===== src/rtl/fifo_avalon_arbiter.sv =====
// ============================================================================
// Module      : fifo_avalon_arbiter
// Description : Two-master round-robin arbiter in front of the FIFO wrapper's
//               Avalon-style slave port. It runs one register access at a time
//               and routes read data back to the master that issued the read.
//               Optional macro FIFO_ARB_FLOWCTRL_EN holds back DATA_ADDR pushes
//               while the FIFO is full and DATA_ADDR pops while it is empty.
// Revision    : 1.0 - initial release
// ============================================================================
`default_nettype none

module fifo_avalon_arbiter #(
  parameter int         WIDTH     = 8,
  parameter logic [1:0] DATA_ADDR = 2'd0
) (
  input  logic             clk,
  input  logic             reset,
  input  logic [1:0]       m0_address,
  input  logic             m0_write,
  input  logic             m0_read,
  input  logic [WIDTH-1:0] m0_writedata,
  output logic [WIDTH-1:0] m0_readdata,
  output logic             m0_readdatavalid,
  output logic             m0_waitrequest,
  input  logic [1:0]       m1_address,
  input  logic             m1_write,
  input  logic             m1_read,
  input  logic [WIDTH-1:0] m1_writedata,
  output logic [WIDTH-1:0] m1_readdata,
  output logic             m1_readdatavalid,
  output logic             m1_waitrequest,
  output logic [1:0]       avalon_address,
  output logic             avalon_write,
  output logic             avalon_read,
  output logic [WIDTH-1:0] avalon_writedata,
  input  logic [WIDTH-1:0] avalon_readdata,
  input  logic [1:0]       avalon_status,
  output logic [1:0]       grant
);

  typedef enum logic [1:0] {
    ST_IDLE   = 2'd0,
    ST_ISSUE  = 2'd1,
    ST_RDWAIT = 2'd2
  } state_t;

  state_t           state_q, state_d;
  logic [1:0]       grant_q, grant_d;
  logic             last_q, last_d;
  logic             op_read_q, op_read_d;
  logic [WIDTH-1:0] m0_rdata_q, m0_rdata_d;
  logic [WIDTH-1:0] m1_rdata_q, m1_rdata_d;
  logic             m0_rvalid_q, m0_rvalid_d;
  logic             m1_rvalid_q, m1_rvalid_d;
  logic             m0_elig, m1_elig;
  logic             pick_m1;
  logic             issue;

`ifdef FIFO_ARB_FLOWCTRL_EN
  // A write takes precedence over a simultaneous read, so it alone decides eligibility.
  assign m0_elig = m0_write ? !((m0_address == DATA_ADDR) && avalon_status[1])
                            : (m0_read && !((m0_address == DATA_ADDR) && avalon_status[0]));
  assign m1_elig = m1_write ? !((m1_address == DATA_ADDR) && avalon_status[1])
                            : (m1_read && !((m1_address == DATA_ADDR) && avalon_status[0]));
`else
  logic unused_flowctrl;
  assign unused_flowctrl = ^{avalon_status, DATA_ADDR};
  assign m0_elig = m0_write | m0_read;
  assign m1_elig = m1_write | m1_read;
`endif

  always_comb begin
    state_d     = state_q;
    grant_d     = grant_q;
    last_d      = last_q;
    op_read_d   = op_read_q;
    m0_rdata_d  = m0_rdata_q;
    m1_rdata_d  = m1_rdata_q;
    m0_rvalid_d = 1'b0;
    m1_rvalid_d = 1'b0;
    pick_m1     = 1'b0;
    case (state_q)
      ST_IDLE: begin
        if (m0_elig || m1_elig) begin
          pick_m1   = (m0_elig && m1_elig) ? !last_q : m1_elig;
          grant_d   = pick_m1 ? 2'b10 : 2'b01;
          last_d    = pick_m1;
          op_read_d = pick_m1 ? (m1_read && !m1_write) : (m0_read && !m0_write);
          state_d   = ST_ISSUE;
        end
      end
      ST_ISSUE: begin
        state_d = op_read_q ? ST_RDWAIT : ST_IDLE;
      end
      ST_RDWAIT: begin
        if (grant_q[1]) begin
          m1_rdata_d  = avalon_readdata;
          m1_rvalid_d = 1'b1;
        end else begin
          m0_rdata_d  = avalon_readdata;
          m0_rvalid_d = 1'b1;
        end
        state_d = ST_IDLE;
      end
      default: state_d = ST_IDLE;
    endcase
  end

  always_ff @(posedge clk or negedge reset) begin
    if (!reset) begin
      state_q     <= ST_IDLE;
      grant_q     <= 2'b00;
      last_q      <= 1'b1;
      op_read_q   <= 1'b0;
      m0_rdata_q  <= '0;
      m1_rdata_q  <= '0;
      m0_rvalid_q <= 1'b0;
      m1_rvalid_q <= 1'b0;
    end else begin
      state_q     <= state_d;
      grant_q     <= grant_d;
      last_q      <= last_d;
      op_read_q   <= op_read_d;
      m0_rdata_q  <= m0_rdata_d;
      m1_rdata_q  <= m1_rdata_d;
      m0_rvalid_q <= m0_rvalid_d;
      m1_rvalid_q <= m1_rvalid_d;
    end
  end

  // The slave-side command is a pass-through of the owner's held command during ISSUE only.
  assign issue            = (state_q == ST_ISSUE);
  assign avalon_write     = issue && !op_read_q;
  assign avalon_read      = issue && op_read_q;
  assign avalon_address   = issue ? (grant_q[1] ? m1_address : m0_address) : 2'd0;
  assign avalon_writedata = issue ? (grant_q[1] ? m1_writedata : m0_writedata) : '0;
  assign m0_waitrequest   = !(issue && grant_q[0]);
  assign m1_waitrequest   = !(issue && grant_q[1]);
  assign grant            = (state_q == ST_IDLE) ? 2'b00 : grant_q;
  assign m0_readdata      = m0_rdata_q;
  assign m1_readdata      = m1_rdata_q;
  assign m0_readdatavalid = m0_rvalid_q;
  assign m1_readdatavalid = m1_rvalid_q;

endmodule

`default_nettype wire


===== config.mk =====
export PLATFORM = sky130hd
export DESIGN_NAME = fifo_avalon_arbiter
export DESIGN_NICKNAME = d
export VERILOG_FILES = /design/src/rtl/fifo_avalon_arbiter.sv
export SDC_FILE = /design/constraint.sdc
export NUM_CORES = 1
export LEC_CHECK = 0
export CAP_MARGIN = 20
export CORE_MARGIN = 2
export CORE_UTILIZATION = 39
export CTS_CLUSTER_DIAMETER = 40
export CTS_CLUSTER_SIZE = 40
export DETAILED_ROUTE_END_ITERATION = 16
export GPL_TIMING_DRIVEN = 1
export PLACE_DENSITY = 0.9
export SKIP_LAST_GASP = 1
export SLEW_MARGIN = 25
export SYNTH_ARGS = -nofsm -noshare
export SYNTH_HDL_FRONTEND = slang
export SYNTH_SLANG_ARGS = --single-unit

===== constraint.sdc =====
create_clock -name clk -period 2.8 [get_ports clk]
set_input_delay 0.56 -clock clk [delete_from_list [all_inputs] [get_ports clk]]
set_output_delay 0.56 -clock clk [all_outputs]
set_load 0.1 [all_outputs]

==> results.ini, run 1 <==
[setup_path]
reg2reg_to=m0_readdata[7]
cp_slowest_stage_delay_ns=0.79
path_class=register to output port
crit_path_end_kind=output port
cp_max_fo=14
ff2ff_setup_slack_ns=0.92
worst_r2r_path_depth=2
start_kind=register
crit-reg2reg-launch=grant_q[1]
crit_slowest_cell=dfrtp_1
crit_chain=mux2i_1 -> nor2_1 -> buf_12
cp_data_required_time_ns=2.24
worstPathArrival_ns=1.70

[layout]
drive_gt1_share_pct=36.0
num_antenna_cells=0
fin_nets=198
area_delta_synth_final_pct=67.7
layout.cells.non_filler=192

[timing]
rsz0062_at_grt=false
period_share_pct=80.8
setup_viol_count_final=0
period_minus_slack_ns=2.26
hold_ws_ns=0.513
hold_viol=0
fmaxAchievable_mhz=442
tightest_slew_ns=0.746
setup_slack_ns=0.539
finClkSkew_ns=0.00671
tns_ns=0
relSlewSlack_pct=50.0
slew_viol_final=0

[floorplanning]
ios=70
dieWidth_microns=57.6
die-height_microns=57.6
initial_core_util_pct=41.0
dieArea_sq_um=3320
fp-row-count=19
coreArea_sq_um=2730

[clock_tree]
post_cts_resized=0
htreeDepth=1
insertion_delay_ns=0.30
postCtsSetupBuffers=0
ctsHoldBuffers=0
root_buffer=clkbuf_4
clock_sinks=24
path_clk_slew_ns=0.11
cts_tree=yes
clk_path_buf_depth=2
cts_buffers=3

[synth]
syn_avg_cell_area_sq_um=12.0
syn_area_sq_um=1120
synth_fp_nets=129
synth_seq_cells=24
synth_top_area_share_pct=51.4
synth_top_area_cell=dfrtp_1
synth_seq_area_share_pct=53.7
synthDistinctLibCells=21
syn-instance-count=93
yosysWarnings=0
ys_top_cells_by_area=dfrtp_1, mux2_2, mux2i_1

[drt]
drt_iter0_markers=16
vias_per_cell=4.93
drt-pass1-iter-count=4
wl_per_cell_microns=13.7
wl_microns=2630
vias=947
drc=0
final_antenna_net_count=0

[place]
io_buffer_count=67
place_inst=188
place_congestion=0.769
place_ws_ns=0.707
hpwl_microns=2170

[min_path]
min_to=last_q
whs_path_depth=1
min_from=last_q
hold_path.class=register to register

[global_routing]
grt_usage_pct=16.9
overflow=0
grt_antenna_before_repair=0
grt_pass1_wl_microns=4310
grt_pass1_vias=1023
grt_max_degree=25

[status]
status=completed

[run]
cap_violations=0

[state kept, by name, summed over array words and instances (netlist names)]
signal	count
m0_readdatavalid	1
m1_readdatavalid	1
state_q	2
op_read_q	1
m1_readdata	8
grant_q	2
last_q	1
m0_readdata	8
[synthesized netlist by cell type, drive strengths merged]
master and instances:
o211ai 1, dfrtp 23, a2bb2oi 1, mux2i 11, nand3b 1, o2bb2ai 1
dfstp 1, nor2 17, nand4b 1, nor3b 1, nand2 2, nor3 2
o21ai 2, inv 4, buf 4, a21boi 1, nand2b 1, o2111ai 1
nor2b 2, mux2 16
[how the worst max path moves through the flow]
| stage | endpoint | cells past startpoint | slack (ns) | startpoint |
|---|---|---|---|---|
| final | avalon_writedata[6] | 3 | 0.54 | grant_q[1] |
| after floorplan | avalon_writedata[0] | 3 | 0.19 | state_q[1] |
| after global placement | avalon_writedata[6] | 4 | 0.71 | m1_writedata[6] |
| after CTS | avalon_writedata[2] | 3 | 0.52 | grant_q[1] |
| after detailed placement | avalon_writedata[0] | 4 | 0.71 | m0_writedata[0] |
| after global routing | avalon_writedata[6] | 3 | 0.40 | grant_q[1] |
[worst max-delay path, delay by kind of cell (launching register included)]
family | cells | cell delay, ns
buffers and inverters | 1 | 0.21
DFF | 1 | 0.79
muxes | 1 | 0.16
and+or+nand+nor | 1 | 0.23
[per-stage QoR]
stage | utilization (%) | instance area, sq um
5_1_grt | 68.7 | 1880
4_1_cts | 68.7 | 1880
3_3_place_gp | 67.7 | 1850
3_5_place_dp | 67.7 | 1850
6_report | 68.7 | 1880
2_1_floorplan | - | 1120
[layer usage]
| metal | up-vias | GRT usage, % | wire [microns] |
|---|---|---|---|
| met2 | 56 | 31.5 | 1340 |
| met1 | 433 | 18.5 | 974 |
| li1 | 456 | - | - |
| met4 | 0 | 3.99 | 25 |
| met5 | - | 0 | 0 |
| met3 | 2 | 5.22 | 293 |
[final cells by class]
type                       count  area (sq um)
fill                         218           856
timing repair buffer          68           718
tap                           31          38.8
sequential                    24           602
clock buffer                   4          26.3
multi-input combinational     61           478
inverter                       4          15.0
[placed cells by master (no fill, tap or decap)]
cell             instances
dfstp_2                  1
mux2_2                  16
a21boi_2                 1
clkbuf_4                 3
nor2_1                  17
o2bb2ai_1                1
nand4b_1                 1
nor2b_1                  2
nand2_1                  2
clkbuf_1                 1
o21ai_0                  2
buf_12                  10
a2bb2oi_1                1
nor3b_2                  1
buf_4                   25
nor3_1                   2
o2111ai_1                1
mux2i_1                 11
nand2b_1                 1
clkdlybuf4s50_1         33
o211ai_1                 1
dfrtp_1                 23
inv_1                    4
nand3b_2                 1
[kinds of logic (layout without fill, tap and decap cells)]
| kind of cell | after synthesis | count (layout) | share of synthesized area (%) |
|---|---|---|---|
| buf+inv | 8 | 76 | 3.57 |
| compound gates | 7 | 7 | 4.92 |
| flops | 24 | 24 | 53.7 |
| mux | 27 | 27 | 25.9 |
| simple gates | 27 | 27 | 11.8 |
Power of run 1 is not shown: default switching activity piles up to over one toggle a cycle in this logic, so the estimate is an artifact.
==> inputs of run 2 (changes only) <==
--- a/config.mk
+++ b/config.mk
@@ -7,12 +7,12 @@
 export LEC_CHECK = 0
 export CAP_MARGIN = 20
 export CORE_MARGIN = 2
-export CORE_UTILIZATION = 39
+export CORE_UTILIZATION = 36
 export CTS_CLUSTER_DIAMETER = 40
 export CTS_CLUSTER_SIZE = 40
 export DETAILED_ROUTE_END_ITERATION = 16
 export GPL_TIMING_DRIVEN = 1
-export PLACE_DENSITY = 0.9
+export PLACE_DENSITY = 0.84
 export SKIP_LAST_GASP = 1
 export SLEW_MARGIN = 25
 export SYNTH_ARGS = -nofsm -noshare
==> constraint.sdc (replaced) <==
create_clock -name clk -period 2.27 [get_ports clk]
set_input_delay 0.454 -clock clk [delete_from_list [all_inputs] [get_ports clk]]
set_output_delay 0.454 -clock clk [all_outputs]
set_load 0.1 [all_outputs]
==> results.ini, run 2 (same netlist as run 1, synthesis figures left out) <==
[status]
status=completed

[drt]
drc=0
drt_iter0_markers=20
final_antenna_net_count=0
drt-pass1-iter-count=4
wl_microns=3030
vias_per_cell=5.04
vias=983
wl_per_cell_microns=15.5

[timing]
finClkSkew_ns=0.00682
rsz0062_at_grt=false
period_minus_slack_ns=2.17
setup_viol_count_final=0
period_share_pct=95.5
hold_viol=0
slew_viol_final=0
fmaxAchievable_mhz=461
relSlewSlack_pct=67.1
tightest_slew_ns=0.493

[setup_path]
worst_r2r_path_depth=3
ff2ff_setup_slack_ns=0.84
worstPathArrival_ns=1.71
cp_max_fo=13
reg2reg_to=m0_readdata[5]
crit-reg2reg-launch=grant_q[1]
setup.worst_path.start=state_q[1]
crit_path_end_kind=output port
start_kind=register
cp_data_required_time_ns=1.82
path_class=register to output port

[place]
place_inst=191
io_buffer_count=67
hpwl_microns=2440
place_congestion=0.824
dpl_cell_area_sq_um=1940

[min_path]
hold_path.class=primary input to asynchronous set/reset pin

[global_routing]
overflow=0
grt_max_degree=25
grt_usage_pct=17.7
grt_pass1_wl_microns=4600
grt_pass1_vias=978
grt_antenna_before_repair=0

[layout]
num_antenna_cells=0
drive_gt1_share_pct=38.9
final_common_cell=clkdlybuf4s50_1
layout.cells.non_filler=195
final_cell_mix=clkdlybuf4s50_1, dfrtp_1, buf_4
fin_nets=199
fin_area_sq_um=1980
area_delta_synth_final_pct=76.8

[clock_tree]
postCtsSetupBuffers=0
htreeDepth=1
clock_sinks=24
root_buffer=clkbuf_4
cts_tree=yes
cts_buffers=3
insertion_delay_ns=0.32
path_clk_slew_ns=0.13
clk_path_buf_depth=2

[floorplanning]
fp-row-count=20
dieWidth_microns=59.8
ios=70
die-height_microns=59.8
coreArea_sq_um=3000
initial_core_util_pct=37.3
dieArea_sq_um=3570

[run]
cap_violations=0

==> run 2: area by class of cell <==
class / instances / area, sq um
flip-flops and latches: 24 / 603
inverters: 4 / 15.0
fillers: 220 / 1020
clock buffers: 4 / 36.3
multi-input cells: 61 / 483
well taps: 33 / 41.3
repair buffers: 69 / 801
==> run 2: worst max-delay path by stage <==
stage | depth (start not counted) | end
final | 3 | avalon_writedata[2]
after global placement | 4 | avalon_writedata[6]
after global routing | 3 | avalon_writedata[7]
after detailed placement | 4 | avalon_writedata[6]
after floorplan | 3 | avalon_writedata[0]
after CTS | 3 | avalon_writedata[3]
==> run 2: metal layers <==
metal / wire length [microns] / GRT usage, %
met5: 0 / 0
met4: 17 / 5.71
met3: 181 / 2.81
met2: 1680 / 33.2
met1: 1150 / 20.1
==> run 2: metrics by stage <==
| stage | worst slack (ns) | setup TNS, ns | utilization [%] | hold slack [ns] |
|---|---|---|---|---|
| floorplan | -0.238 | -2.48 | - | 0.158 |
| global placement | 0.399 | 0 | 64.7 | 0.487 |
| detailed placement | 0.366 | 0 | 64.7 | 0.500 |
| CTS | 0.0260 | 0 | 65.9 | 0.476 |
| global route | 0.0111 | 0 | 65.9 | 0.483 |
| finish | 0.103 | 0 | 65.9 | 0.481 |
==> run 2: critical path: stages, from the launching register on <==
cell	delay (ns)
dfrtp_1	0.47
nand2b_1	0.39
nor2_1	0.32
buf_12	0.21
==> run 2: what timing repair did <==
action,in CTS,in global routing
resized for setup,0,1
setup endpoints to repair,0,6
hold buffers,0,0
Power of run 2 is left out for the same reason.
==> inputs of run 3 (changes only) <==
--- a/config.mk
+++ b/config.mk
@@ -13,6 +13,7 @@
 export DETAILED_ROUTE_END_ITERATION = 16
 export GPL_TIMING_DRIVEN = 1
 export PLACE_DENSITY = 0.84
+export RECOVER_POWER = 50
 export SKIP_LAST_GASP = 1
 export SLEW_MARGIN = 25
 export SYNTH_ARGS = -nofsm -noshare
==> results.ini, run 3 (same netlist as run 1, synthesis figures left out) <==
[layout]
final_cell_mix=clkdlybuf4s50_1, dfrtp_1, buf_4
num_antenna_cells=0
drive_gt1_share_pct=37.0
multi_input_area_sq_um=475
regArea_sq_um=603
final_common_cell=clkdlybuf4s50_1
fin_nets=199
fillers=224
area_delta_synth_final_pct=75.3

[clock_tree]
htreeDepth=1
path_clk_slew_ns=0.13
insertion_delay_ns=0.32
post_cts_resized=0
ctsHoldBuffers=0
clk_path_buf_depth=2
cts_buffers=3
postCtsSetupBuffers=0
root_buffer=clkbuf_4
cts_tree=yes
clock_sinks=24

[timing]
setup_slack_ns=0.126
hold_viol=0
hold_ws_ns=0.517
fmaxAchievable_mhz=466
rsz0062_at_grt=false
slew_viol_final=0
setup_viol_count_final=0
finClkSkew_ns=0.00691
period_minus_slack_ns=2.14
period_share_pct=94.4
tns_ns=0
tightest_slew_ns=1.22
relSlewSlack_pct=18.7

[floorplanning]
dieWidth_microns=59.8
fp-row-count=20
ios=70
die-height_microns=59.8
coreArea_sq_um=3000
initial_core_util_pct=37.3
dieArea_sq_um=3570

[setup_path]
path_class=register to output port
crit_path_end_kind=output port
start_kind=register
ff2ff_setup_slack_ns=0.73
cp_data_required_time_ns=1.82
cp_max_fo=13
worstPathArrival_ns=1.69

[global_routing]
grt_antenna_before_repair=0
grt_usage_pct=17.7
grt_max_degree=25
overflow=0
grt_pass1_vias=978
grt_pass1_wl_microns=4600

[status]
status=completed

[drt]
wl_per_cell_microns=15.4
vias_per_cell=5.01
drc=0
drt-pass1-iter-count=4
wl_microns=3000
final_antenna_net_count=0
vias=977
drt_iter0_markers=24

[run]
cap_violations=0

[place]
place_ws_ns=0.366
io_buffer_count=67
hpwl_microns=2440
place_congestion=0.824

[min_path]
hold_path.class=register to register

[run 3: metal layers]
metal	GRT usage [%]	share of wire (%)
met2	33.2	55
met4	5.71	0.57
met5	0	0
met3	2.81	5.7
met1	20.1	39
[run 3: final timing paths]
path,from,end,cells past startpoint
max,state_q[1],avalon_address[1],3
min,last_q,last_q,1
max reg2reg,grant_q[1],m1_readdata[0],2
min reg2reg,last_q,last_q,1
max in group asynchronous,reset,grant_q[1],2
min in group asynchronous,reset,m1_readdata[5],2
[run 3: area by class of cell]
| type | count | share of cell area [%] |
|---|---|---|
| Timing Repair Buffer | 69 | 40.3 |
| Tap cell | 33 | 2.10 |
| Multi-Input combinational cell | 61 | 24.2 |
| Inverter | 4 | 0.765 |
| Clock buffer | 4 | 1.85 |
| Sequential cell | 24 | 30.7 |
[run 3: critical path, stage by stage, from the launching register on]
cell	delay, ns
dfrtp_1	0.46
nand2b_1	0.39
nor2_1	0.31
buf_12	0.21
[run 3: stage by stage]
stage / utilization, % / cell area [sq um] / cells
after detailed placement: 64.7 / 1940 / 191
after global routing: 65.4 / 1960 / 195
after floorplan: - / 1120 / 93
after CTS: 65.9 / 1980 / 195
after global placement: 64.7 / 1940 / 191
final: 65.4 / 1960 / 195
Power of run 3 is left out for the same reason.
